$ cat config.mk
export PLATFORM = sky130hd
export DESIGN_NAME = wishbone_manager
export DESIGN_NICKNAME = d
export VERILOG_FILES = /design/src/rtl/wishbone_manager_pkg.sv /design/src/rtl/wb_timeout_counter.sv /design/src/rtl/wishbone_manager.sv
export SDC_FILE = /design/constraint.sdc
export NUM_CORES = 1
export LEC_CHECK = 0
export ABC_AREA = 1
export BUFFER_PORTS_ARGS = -buffer_cell sky130_fd_sc_hd__buf_2
export CELL_PAD_IN_SITES_DETAIL_PLACEMENT = 1
export CELL_PAD_IN_SITES_GLOBAL_PLACEMENT = 1
export CORE_ASPECT_RATIO = 1.1
export CORE_MARGIN = 4
export CORE_UTILIZATION = 35
export CTS_BUF_LIST = sky130_fd_sc_hd__clkbuf_4 sky130_fd_sc_hd__clkbuf_8
export CTS_CLUSTER_SIZE = 8
export DETAILED_ROUTE_END_ITERATION = 10
export GPL_ROUTABILITY_DRIVEN = 0
export GPL_TIMING_DRIVEN = 0
export PLACE_DENSITY_LB_ADDON = 0.2
export SETUP_SLACK_MARGIN = 0.05
export SLEW_MARGIN = 20
export SYNTH_ARGS = -nofsm -noshare
export SYNTH_HDL_FRONTEND = slang
export SYNTH_HIERARCHICAL = 1
export SYNTH_SLANG_ARGS = --single-unit
$ cat constraint.sdc
create_clock -name clk -period 1.87 [get_ports clk]
set_input_delay 0.187 -clock clk [delete_from_list [all_inputs] [get_ports clk]]
set_output_delay 0.187 -clock clk [all_outputs]
set_load 0.02 [all_outputs]
$ cat src/rtl/wishbone_manager_pkg.sv
// rtl/wishbone_manager_pkg.sv - shared Wishbone manager types and defaults
package wishbone_manager_pkg;

  localparam int          WB_ADDR_W   = 32;
  localparam int          WB_DATA_W   = 32;
  localparam logic [31:0] WB_ERR_DATA = 32'hBAD0_BAD0;

  typedef enum logic {
    WB_IDLE = 1'b0,
    WB_BUS  = 1'b1
  } wb_state_t;

endpackage

$ cat src/rtl/wb_timeout_counter.sv
// rtl/wb_timeout_counter.sv - saturating ACK wait counter with expiry flag
module wb_timeout_counter #(
  parameter int TIMEOUT_CYCLES = 16
) (
  input  logic clk,
  input  logic nRst,
  input  logic i_clear,
  input  logic i_enable,
  output logic o_expired
);

  localparam int              CNT_W    = (TIMEOUT_CYCLES == 0) ? 1 : $clog2(TIMEOUT_CYCLES + 1);
  localparam int              LAST     = (TIMEOUT_CYCLES == 0) ? 0 : TIMEOUT_CYCLES - 1;
  localparam logic [CNT_W-1:0] LAST_CNT = CNT_W'(LAST);

  logic [CNT_W-1:0] r_count;

  // Parks on the last value instead of wrapping; a zero limit never counts.
  always_ff @(posedge clk or negedge nRst) begin
    if (!nRst) begin
      r_count <= '0;
    end else if (i_clear) begin
      r_count <= '0;
    end else if (i_enable && (TIMEOUT_CYCLES != 0) && (r_count != LAST_CNT)) begin
      r_count <= r_count + 1'b1;
    end
  end

  assign o_expired = (TIMEOUT_CYCLES != 0) && (r_count == LAST_CNT);

endmodule

$ cat src/rtl/wishbone_manager.sv
// rtl/wishbone_manager.sv - single-beat request to Wishbone B4 classic cycle bridge
module wishbone_manager
  import wishbone_manager_pkg::*;
#(
  parameter int                ADDR_W         = WB_ADDR_W,
  parameter int                DATA_W         = WB_DATA_W,
  parameter int                SEL_W          = DATA_W / 8,
  parameter int                TIMEOUT_CYCLES = 16,
  parameter logic [DATA_W-1:0] ERR_DATA       = WB_ERR_DATA
) (
  input  logic              clk,
  input  logic              nRst,
  input  logic              mem_read,
  input  logic              mem_write,
  input  logic [ADDR_W-1:0] adr_to_mem,
  input  logic [DATA_W-1:0] data_to_mem,
  input  logic [SEL_W-1:0]  sel_to_mem,
  output logic [DATA_W-1:0] data_from_mem,
  output logic              mem_busy,
  output logic              mem_timeout,
  output logic              CYC_O,
  output logic              STB_O,
  output logic              WE_O,
  output logic [ADDR_W-1:0] ADR_O,
  output logic [DATA_W-1:0] DAT_O,
  output logic [SEL_W-1:0]  SEL_O,
  input  logic [DATA_W-1:0] DAT_I,
  input  logic              ACK_I
);

  wb_state_t         r_state;
  logic              r_cyc;
  logic              r_we;
  logic              r_busy;
  logic              r_timeout;
  logic [ADDR_W-1:0] r_adr;
  logic [DATA_W-1:0] r_dat;
  logic [SEL_W-1:0]  r_sel;
  logic [DATA_W-1:0] r_rdata;
  logic              w_expired;

  wb_timeout_counter #(
    .TIMEOUT_CYCLES (TIMEOUT_CYCLES)
  ) u_timeout (
    .clk       (clk),
    .nRst      (nRst),
    .i_clear   (r_state == WB_IDLE),
    .i_enable  ((r_state == WB_BUS) && !ACK_I),
    .o_expired (w_expired)
  );

  always_ff @(posedge clk or negedge nRst) begin
    if (!nRst) begin
      r_state   <= WB_IDLE;
      r_cyc     <= 1'b0;
      r_we      <= 1'b0;
      r_busy    <= 1'b0;
      r_timeout <= 1'b0;
      r_adr     <= '0;
      r_dat     <= '0;
      r_sel     <= '0;
      r_rdata   <= '0;
    end else begin
      r_timeout <= 1'b0;
      case (r_state)
        WB_IDLE: begin
          if (mem_read || mem_write) begin
            r_adr   <= adr_to_mem;
            r_dat   <= data_to_mem;
            r_sel   <= sel_to_mem;
            r_we    <= mem_write;
            r_cyc   <= 1'b1;
            r_busy  <= 1'b1;
            r_state <= WB_BUS;
          end
        end
        WB_BUS: begin
          // ACK takes priority over an expiry landing on the same edge.
          if (ACK_I) begin
            if (!r_we) r_rdata <= DAT_I;
            r_cyc   <= 1'b0;
            r_busy  <= 1'b0;
            r_state <= WB_IDLE;
          end else if (w_expired) begin
            if (!r_we) r_rdata <= ERR_DATA;
            r_timeout <= 1'b1;
            r_cyc     <= 1'b0;
            r_busy    <= 1'b0;
            r_state   <= WB_IDLE;
          end
        end
        default: begin
          r_cyc   <= 1'b0;
          r_busy  <= 1'b0;
          r_state <= WB_IDLE;
        end
      endcase
    end
  end

  assign CYC_O         = r_cyc;
  assign STB_O         = r_cyc;
  assign WE_O          = r_we;
  assign ADR_O         = r_adr;
  assign DAT_O         = r_dat;
  assign SEL_O         = r_sel;
  assign data_from_mem = r_rdata;
  assign mem_busy      = r_busy;
  assign mem_timeout   = r_timeout;

endmodule

Word level (Yosys, flattened, before mapping)
Index checks and enable logic that the tools add are counted.
- register bits after elaboration: 109
- latch bits: 0
- RAM bits: 0
- bits in read-only memories: 0
- bits of input ports: 105
- output and inout port bits: 105
- logic and storage cells: 42
- memories: 0
- $add $sub $neg: 1
- multiply operators: 0
- divide/modulo/power cells: 0
- order comparisons: 0
- equality and inequality tests: 5
- shift-type cells: 0
- multiplexer cells: 17
- bitwise operators: 2
- reductions and logical operators: 8
- operators by type and width (kind ; count):
    32-bit 2-to-1 mux ; 4
    5-bit 2-to-1 mux ; 2
    1-bit 2-to-1 mux ; 9
    5-bit by 1-bit adder with 5-bit output (second input constant) ; 1
    5-bit by 4-bit == test with 1-bit output (second input constant) ; 1
    5-bit by 4-bit inequality test with 1-bit output (second input constant) ; 1
    1-bit one-hot mux with 2 select lines ; 2
    2-bit AND reduction ; 2
    3-bit by 2-bit inequality test with 1-bit output (second input constant) ; 1
    3-bit AND reduction ; 1
    1-bit logical AND ; 2
    2-bit by 1-bit inequality test with 1-bit output (second input constant) ; 1
    2-bit inequality test (second input constant) ; 1
    1-bit inverter ; 2
    2-bit nonzero test ; 1
    1-bit logical NOT ; 1
    1-bit logical OR ; 1

Longest topological paths before layout
- depth in word-level cells: 5
- gate-level depth with buffers: 11
- gate-level depth less buffers: 11

By module
Netlist, hierarchy kept.
- by module, submodules not included (module ; times used ; cells each ; area an instance (sq um) ; seq. area each (sq um)):
    wishbone_manager ; 1 ; 490 ; 4361.7 ; 2602.5
    wb_timeout_counter ; 1 ; 36 ; 267.8 ; 125.1

Worst setup path before layout
OpenSTA, ideal clock, no wires.
- path type: flip-flop to flip-flop
- start point: register u_timeout.r_count[0]
- end point: register r_rdata[13] (netlist: data_from_mem[13])
- setup time: 0.117 ns
- arrival: 1.359 ns
- data required time: 1.753 ns
- setup slack: 0.394 ns
- cell stages (with the launch flop): 10
- buffers on the path: 1
- clock period less this slack: 1.476 ns
- cell sequence: dfrtp_1 ha_1 nand2_1 nor2_1 ha_1 inv_1 nand2_4 buf_4 nand3_1 nand2_1
- cells in the longest elaborated chain, start to end: 3
- ends and longest elaborated chain (element ; line ; RTL):
    start, declared ; wb_timeout_counter.sv:16 ; logic [CNT_W-1:0] r_count;
    start signal, assigned ; wb_timeout_counter.sv:25 ; r_count <= r_count + 1'b1;
    5-bit by 4-bit == test with 1-bit output ; wb_timeout_counter.sv:29 ; assign o_expired = (TIMEOUT_CYCLES != 0) && (r_count == LAST_CNT);
    net w_expired ; wishbone_manager.sv:40 ; logic w_expired;
    2-bit nonzero test (no source line) ; n/a ;
    3-bit AND reduction (no source line) ; n/a ;
    end signal, assigned ; wishbone_manager.sv:62 ; r_rdata <= '0;
    end signal, assigned ; wishbone_manager.sv:80 ; if (!r_we) r_rdata <= DAT_I;
    end signal, assigned ; wishbone_manager.sv:85 ; if (!r_we) r_rdata <= ERR_DATA;
    end, declared ; wishbone_manager.sv:39 ; logic [DATA_W-1:0] r_rdata;
The timed path passes the listed nets, and every way through them passes these cells.
A chain may end at the register's enable or synchronous reset.

Final worst setup path
- start point: register u_timeout.r_count[0]
- end point: register r_rdata[19] (netlist: data_from_mem[19])
The elaborated chain is that of the path after synthesis.

==> impl_metrics.ini <==
[timing]
hold_violations = 0
finalCriticalPeriod_ns = 1.661
worstMarginPinSlew_ns = 0.5259
fin_skew_ns = 0.01179
timing.fmax_mhz = 602.0
relSlewSlack_pct = 64.94
period_share_pct = 88.83
slew_violations = 0
rsz0062_at_grt = no
finalSetupViolCount = 0

[cells_and_area]
seq_area_um2 = 2728
fillers = 1641
finalNetCount = 854
multiInputGateArea_um2 = 1551
drive_gt1_share_pct = 37.23
final_common_cell = buf_2
final_cell_mix = 223 x buf_2, 221 x nand2_1, 109 x dfrtp_1
syn_to_final_growth_pct = 32.70
instances_no_fill = 909
num_antenna_cells = 0
design_area_um2 = 6143

[floorplan]
fp.dieH_um = 128.6
initial_core_util_pct = 36.15
rows = 43
coreArea_um2 = 12800
dieArea_um2 = 15130
die_x_um = 117.7
io_pins = 210

[grt]
grt_usage_pct = 19.52
grt_pass1_wl_um = 23820
antenna_found_initial = 0
overflow = 0
grt_max_degree = 66
grt_pass1_vias = 4659

[hold_path]
min_from = data_to_mem[14]
whs_path_depth = 3
hp-class = in -> reg
hold_end = DAT_O[14]

[logic_synthesis]
ys_warn_count = 6
synth_compound_area_share_pct = 0.3243
synthMuxAreaShare_pct = 0
avgSynthCellArea_um2 = 8.801
synth_top_family_by_area = simple AND/OR/NAND/NOR gates
yosysUniqueCellTypes = 19
ys_seq_elements = 109
async_reset_ff_share_pct = 100.0
synth-main-ff-cell = dfrtp_1
netlist_instances = 526
yosys.area_share.simple_pct = 32.65
syn_nets = 633
synth.cell_area_um2 = 4629
synthAdderAreaFrac_pct = 0.5405
synth-seq-area-share_pct = 58.92
synth_edf_count = 0
synth_xor_area_share_pct = 0

[power]
powerDensity_nw_per_um2 = 1511
p_leak_uw = 0.003607
irDropWorstVdd_uv = 525.3

[drt]
post-route-drc-count = 0
first_iter_violations = 217
vias = 4295
firstDrtPassIters = 4
viasPerCell = 4.725
ant_nets = 0
wl_um = 14530
wl_per_cell_um = 15.99

[clock_tree]
clk_latency_ns = 0.39
cts_buffers = 9
cts_root_buffer = clkbuf_8
cts.clk_slew.worst_paths_ns = 0.11
numClockSinks = 109
cts_tree = done
ctsResizeCount = 0
htreeDepth = 3
cts.path.max_buffers = 2

[setup_path]
reg2reg_to = data_from_mem[19]
cp.arrival_ns = 1.98
worstRegToRegCells = 10
crit_path_start_kind = flip-flop
cp_data_required_time_ns = 2.19
crit_type = reg -> reg
cp-end-kind = flip-flop
r2r_setup_slack_ns = 0.21
cp_max_fo = 10
r2r_start = u_timeout/r_count[0]

[place]
dp.cells = 892
hpwl_um = 11090
placed_cell_area_um2 = 5901
numPortBuffers = 208

[flow_run]
drv_cap = 0

[run_status]
status = finished clean
==> worst max-delay path: stages, from the launching register on <==
cell and delay, ns:
dfrtp_1 0.41, ha_1 0.23, nand2_1 0.07, nor2_1 0.04, ha_1 0.20, inv_1 0.14, nand2_4 0.12, nand2_4 0.13
buf_6 0.15, nand2_1 0.06, nand2_1 0.06
==> logic make-up (layout without fill, tap and decap cells) <==
family / after synthesis / after routing
simple gates: 351 / 351
flops: 109 / 109
fa+ha+maj: 2 / 2
buf+inv: 61 / 287
compound gates: 3 / 3
==> worst max-delay path by stage <==
| stage | startpoint | to | cells past startpoint |
|---|---|---|---|
| 2_1_floorplan | u_timeout/r_count[0] | data_from_mem[13] | 9 |
| 3_3_place_gp | nRst | DAT_O[15] | 1 |
| 3_5_place_dp | u_timeout/r_count[0] | data_from_mem[19] | 10 |
| 4_1_cts | u_timeout/r_count[0] | data_from_mem[19] | 10 |
| 5_1_grt | u_timeout/r_count[1] | data_from_mem[27] | 10 |
| 6_report | u_timeout/r_count[0] | data_from_mem[19] | 10 |
==> area by class of cell <==
cell class,count,share of cell area [%]
Buffer,35,4.114
Clock inverter,5,1.324
Timing Repair Buffer,210,17.66
Inverter,26,1.589
Clock buffer,11,2.464
Multi-Input combinational cell,356,25.25
Tap cell,157,3.198
Sequential cell,109,44.40
==> Yosys cell counts (2+ instances only) <==
| library cell | count | area [µm²] |
|---|---|---|
| nand2_1 | 221 | 829.6 |
| dfrtp_1 | 109 | 2728 |
| nand3_1 | 101 | 505.5 |
| inv_1 | 22 | 82.58 |
| buf_2 | 16 | 80.08 |
| nand2_2 | 14 | 87.58 |
| nor2_1 | 11 | 41.29 |
| buf_4 | 10 | 75.07 |
| buf_6 | 7 | 78.83 |
| inv_2 | 4 | 15.01 |
| ha_1 | 2 | 25.02 |
| nand2_4 | 2 | 22.52 |
==> sequential cells by signal, indices dropped and copies added, names as in the netlist <==
register / cells
ADR_O: 32
SEL_O: 4
WE_O: 1
u_timeout/r_count: 5
mem_busy: 1
DAT_O: 32
data_from_mem: 32
mem_timeout: 1
r_state: 1
==> report_power, final <==
group | switching, µW | leakage [µW] | internal, µW | total, µW
Sequential | 527 | 0.00134 | 3230 | 3760
Combinational | 2570 | 0.00215 | 1290 | 3860
Clock | 828 | 0.000116 | 831 | 1660
Total | 3920 | 0.00361 | 5360 | 9280
==> timing repair <==
action / 4_1_cts / 5_1_grt
hold buffers: 1 / 0
endpoints found under the hold margin: 44 / 0
buffers inserted: 0 / 0
==> metrics by stage <==
stage	utilization, %	worst slack (ns)	TNS, ns	power [µW]	hold WS (ns)
floorplan	-	0.3942	0	6134	-0.1086
finish	47.98	0.2089	0	9280	0.02985
detailed placement	46.08	0.2128	0	7735	0.1499
global placement	45.82	-0.6929	-74.46	7555	0.4204
global route	47.98	0.1142	0	9955	0.01408
CTS	47.98	0.1924	0	9424	0.0007025
==> routing by layer <==
metal / wire length (µm) / vias to the layer above / global-route usage [%]
met2: 7176 / 131 / 33.53
met5: 0 / - / 0
met4: 266 / 0 / 6.897
li1: - / 2077 / -
met3: 975 / 18 / 5.407
met1: 6113 / 2069 / 23.82
Note: power is estimated with default switching activity, not from simulation.
